## src/rtl/ra_stack_pkg.sv

```systemverilog
// ra_stack_pkg: shared defaults and {jal, jr_ra} op encoding for the return-address stack
package ra_stack_pkg;
    localparam int RA_WIDTH = 32;
    localparam int RA_DEPTH = 8;
    localparam logic [1:0] OP_IDLE    = 2'b00;
    localparam logic [1:0] OP_POP     = 2'b01;
    localparam logic [1:0] OP_PUSH    = 2'b10;
    localparam logic [1:0] OP_REPLACE = 2'b11;
endpackage

```

## src/rtl/ra_stack_ptr.sv

```systemverilog
// ra_stack_ptr: stack pointer, occupancy count and sticky overflow/underflow tracking
module ra_stack_ptr import ra_stack_pkg::*; #(
    parameter int DEPTH = RA_DEPTH,
    parameter int CNT_W = $clog2(DEPTH + 1),
    parameter int PTR_W = $clog2(DEPTH)
) (
    input  logic             clk,
    input  logic             rst_n,
    input  logic [1:0]       op,
    input  logic             flush,
    output logic             we,
    output logic [PTR_W-1:0] wr_addr,
    output logic [PTR_W-1:0] tos,
    output logic [CNT_W-1:0] count,
    output logic             empty,
    output logic             full,
    output logic             overflow,
    output logic             underflow
);
    logic [PTR_W-1:0] sp, sp_n;
    logic [CNT_W-1:0] count_n;
    logic             ovf_n, unf_n;
    assign tos   = sp - 1'b1;
    assign empty = count == '0;
    assign full  = count == CNT_W'(DEPTH);
    // A replace on an empty stack degenerates into a plain push.
    always_comb begin
        sp_n    = sp;
        count_n = count;
        ovf_n   = overflow;
        unf_n   = underflow;
        we      = 1'b0;
        wr_addr = sp;
        if (flush) begin
            count_n = '0;
            ovf_n   = 1'b0;
            unf_n   = 1'b0;
        end else if (op == OP_PUSH || (op == OP_REPLACE && empty)) begin
            we      = 1'b1;
            sp_n    = sp + 1'b1;
            count_n = full ? count : count + 1'b1;
            ovf_n   = overflow | full;
        end else if (op == OP_REPLACE) begin
            we      = 1'b1;
            wr_addr = tos;
        end else if (op == OP_POP) begin
            unf_n   = underflow | empty;
            sp_n    = empty ? sp : tos;
            count_n = empty ? count : count - 1'b1;
        end
    end
    always_ff @(posedge clk or negedge rst_n) begin
        if (!rst_n) begin
            sp        <= '0;
            count     <= '0;
            overflow  <= 1'b0;
            underflow <= 1'b0;
        end else begin
            sp        <= sp_n;
            count     <= count_n;
            overflow  <= ovf_n;
            underflow <= unf_n;
        end
    end
endmodule

```

## src/rtl/ra_stack.sv

```systemverilog
// ra_stack: circular-buffer return-address stack with flush and overflow/underflow reporting
module ra_stack import ra_stack_pkg::*; #(
    parameter int WIDTH = RA_WIDTH,
    parameter int DEPTH = RA_DEPTH,
    parameter int CNT_W = $clog2(DEPTH + 1)
) (
    input  logic             clk,
    input  logic             rst_n,
    input  logic             jal,
    input  logic [WIDTH-1:0] ra_in,
    input  logic             jr_ra,
    input  logic             flush,
    output logic [WIDTH-1:0] ra_out,
    output logic [CNT_W-1:0] count,
    output logic             empty,
    output logic             full,
    output logic             overflow,
    output logic             underflow
);
    localparam int PTR_W = $clog2(DEPTH);
    logic [WIDTH-1:0] mem [DEPTH];
    logic             we;
    logic [PTR_W-1:0] wr_addr, tos;
    ra_stack_ptr #(.DEPTH(DEPTH), .CNT_W(CNT_W), .PTR_W(PTR_W)) u_ptr (
        .clk       (clk),
        .rst_n     (rst_n),
        .op        ({jal, jr_ra}),
        .flush     (flush),
        .we        (we),
        .wr_addr   (wr_addr),
        .tos       (tos),
        .count     (count),
        .empty     (empty),
        .full      (full),
        .overflow  (overflow),
        .underflow (underflow)
    );
    // Contents need no reset: the count alone decides what is visible.
    always_ff @(posedge clk) begin
        if (we) mem[wr_addr] <= ra_in;
    end
    assign ra_out = empty ? '0 : mem[tos];
endmodule

```

## config.mk

```make
export PLATFORM = sky130hd
export DESIGN_NAME = ra_stack
export DESIGN_NICKNAME = d
export VERILOG_FILES = /design/src/rtl/ra_stack_pkg.sv /design/src/rtl/ra_stack_ptr.sv /design/src/rtl/ra_stack.sv
export SDC_FILE = /design/constraint.sdc
export NUM_CORES = 1
export LEC_CHECK = 0
export BUFFER_PORTS_ARGS = -buffer_cell sky130_fd_sc_hd__buf_2
export CORE_UTILIZATION = 50
export CTS_CLUSTER_DIAMETER = 40
export DETAILED_ROUTE_END_ITERATION = 16
export PLACE_DENSITY = 0.71
export SYNTH_ARGS = -nofsm -noshare
export SYNTH_HDL_FRONTEND = slang
export SYNTH_HIERARCHICAL = 1
export SYNTH_SLANG_ARGS = --single-unit
```

## constraint.sdc

```tcl
create_clock -name clk -period 4 [get_ports clk]
set_input_delay 0.2 -clock clk [delete_from_list [all_inputs] [get_ports clk]]
set_output_delay 0.2 -clock clk [all_outputs]
set_load 0.005 [all_outputs]
```

==> impl_results.md <==
- Run status: completed
- Tcrit/Tclk final: 0.832
- Final-layout fill cell count: 1446
- Data required time of the critical path: 4.26 ns
- Post-synthesis instance area: 0.0105 mm2
- Slowest-stage cell, CP: sky130_fd_sc_hd__nor2_4
- Cell count after synthesis: 498
- Sequential element share of the synthesized area: 0.751
- Number of post-CTS setup repair buffers: 0
- Number of DRC markers in iteration 0: 284
- Measured slew at the worst slew-check pin: 1.11 ns
- Cell type with the highest aggregate area in the netlist: sky130_fd_sc_hd__edfxtp_1
- Crit path capture type: flip-flop
- GP Congestion: 0.835
- Routed Antenna Nets: 0
- Critical path startpoint category: flip-flop
- Final wirelength: 20.3 mm
- Placeable core area: 0.0204 mm2
- Post-synth top flop: sky130_fd_sc_hd__edfxtp_1
- Max-Cap Viols: 0
- Top post-synthesis cells by area: sky130_fd_sc_hd__edfxtp_1, sky130_fd_sc_hd__mux4_2, sky130_fd_sc_hd__mux2i_1
- Synthesized flop and latch total: 265
- Synth top area share: 0.730
- Number of nets in the synthesized netlist: 539
- Gates resized, CTS repair: 0
- Yosys synthesis warning count: 6
- Slew headroom: 0.259
- Max Fanout on Critical Path: 22
- Proportion of layout cells with a drive suffix above 1: 0.328
- Final Slew Violations: 0
- Commonest cells post-synth: sky130_fd_sc_hd__edfxtp_1, sky130_fd_sc_hd__mux4_2, sky130_fd_sc_hd__nor2_1
- Fin Setup TNS: 0 ns
- Unrepaired setup endpoints after global routing: false
- Number of ports placed on the die boundary: 77
- Clock period minus final worst setup slack: 3.33 ns
- Buffers added on ports: 76
- Area of the die: 0.0216 mm2
- Cell chosen for the clock root: sky130_fd_sc_hd__clkbuf_16
- Pwr/cell area: 772 mW/mm2
- Syn avg cell area: 21.1 um2
- Antenna violations before repair: 0
- Die Ht: 147 um
- Clock latency of the later-clocked register in the worst-skew pair: 0.55 ns
- Multi-input gate area in the final layout: 0.00248 mm2
- Maximum level of the CTS H-tree: 1
- Sink count of the clock tree: 265
- Largest net degree at the start of global routing: 45
- Avg Vias per Cell: 5.60
- Die span in x: 147 um
- Per-cell routed wire length: 22.0 um
- First-pass GRT wire length: 32.0 mm
- Num rows: 52
- Leakage power: 4.37 nW
- Critical path data arrival time: 3.58 ns
- Via count: 5172
- Nets@finish: 671
- Leftover overflow at the end of global routing: 0
- Length of the first detailed-routing pass in iterations: 4
- Post-synth EDFFs: 256
- Initial Util: 0.515
- Biggest cell delay along the critical path: 0.64 ns
- Most frequent cell after synthesis: sky130_fd_sc_hd__edfxtp_1
- Critical path class: flip-flop to flip-flop
- Overall track demand over capacity in global routing: 0.196
- Total of endpoints with negative setup slack in the final report: 0
- Async S/R FF share, synth: 0.0340
- Placement Setup Slack: 0.630 ns
- Clock buffers created by TritonCTS: 30
- Hold Crit Class: input pin to asynchronous set/reset pin
- Worst supply voltage drop on vdd: 738 uV
- Syn-to-layout area delta: 20.4%
- Final worst-path setup slack: 0.672 ns
- Post-detail-place hpwl: 11.7 mm
- Clock-pin transition on the worst setup and hold timing paths: 0.06 ns
- Bufs on Longest Clock Path: 3
- Vias in the first global route: 5586
- Number of diodes added for antenna fixing: 0
- FMAX: 300 MHz
- Final routed DRC violation total: 0
- Final hold vios: 0
- Skew final: 0.00821 ns
- Count of distinct cell types in the synthesized netlist: 38
- TritonCTS clock tree: yes
- List of cells traversed by the critical path: o41ai_4 -> nor3_1 -> mux2i_1 -> nand2b_1 -> nor2_4 -> buf_4
- Seq. cell area: 0.00791 mm2
registers in the layout, indices dropped and copies added, names as in the netlist:
signal and flops:
u_ptr/overflow 1, u_ptr/sp 3, u_ptr/count 4, mem 256
u_ptr/underflow 1
cell type report:
cell class,instances,area share
clock buffers,32,0.0598
clock inverters,23,0.0211
inverters,6,0.00197
multi-input cells,202,0.196
flip-flops and latches,265,0.624
well taps,270,0.0266
repair buffers,125,0.0707
report_power, final:
group	internal, mW	switching, mW	leakage [nW]
registers	3.32	0.118	2.43
clock network	1.70	1.07	0.475
logic	1.71	1.88	1.47
total	6.72	3.06	4.37
metrics by stage:
stage           util  cells  hold WS [ns]  total power [mW]  instance area [um2]
2_1_floorplan      -    498       -0.0956              6.03                10500
3_3_place_gp   0.554    834        0.0606              7.05                11300
3_5_place_dp   0.554    834        0.0627              7.12                11300
4_1_cts        0.621    923        0.0228              9.92                12700
5_1_grt        0.621    923        0.0457              10.3                12700
6_report       0.621    923        0.0487              9.79                12700
path summary, 6_finish.rpt:
kind / slack [ns] / to / start / cells after the start
max: 0.67 / mem[6][12] / u_ptr/count[1] / 6
min: 0.05 / u_ptr/overflow / rst_n / 2
max reg2reg: 0.67 / mem[6][12] / u_ptr/count[1] / 6
min in group clk: 0.05 / u_ptr/sp[1] / jal / 2
min reg2reg: 0.53 / u_ptr/underflow / u_ptr/underflow / 2
max in group asynchronous: 3.76 / u_ptr/sp[2] / rst_n / 2
layer usage:
metal | routed length (um) | track usage | part of all wire
met5 | 0 | 0 | 0
met4 | 476 | 0.0619 | 0.023
met3 | 872 | 0.0289 | 0.043
met2 | 10300 | 0.329 | 0.51
met1 | 8610 | 0.267 | 0.42
critical path, delay by kind of cell (launching register included):
family | cells | cell delay, ns
and+or+nand+nor | 3 | 1.09
buffers and inverters | 1 | 0.28
AOI/OAI and AO/OA | 1 | 0.59
DFF | 1 | 0.52
muxes | 1 | 0.55
cell usage in the layout, fill, tap and decap left out, drive strengths merged, types with 2 or more instances in the layout:
cell type    count
nor3             4
a21oi            6
clkbuf          32
o211ai           2
bufinv           5
xor2             3
mux2i           35
buf             91
mux4            64
nand2            6
a211oi           2
edfxtp         256
o21ai            2
dlygate4sd3     34
dfrtp            9
nor2            47
clkinvlp         6
ha               4
o21bai           2
inv              6
xnor2            4
a31oi            3
clkinv          12
nand3            2
nand2b           5
timing repair:
item,in CTS,in global routing
hold buffers,34,0
setup endpoints to repair,0,0
hold endpoints to repair,271,0
kinds of logic after synthesis:
group	count (synthesis)	share of synthesized area
multiplexers	99	0.170
buffers and inverters	31	0.0217
XOR/XNOR	7	0.00582
flip-flops	265	0.751
AND/OR/NAND/NOR	70	0.0286
adder cells (fa/ha/maj)	5	0.00570
AO/OA/AOI/OAI	21	0.0163
Power figures use the tool's default switching activity.
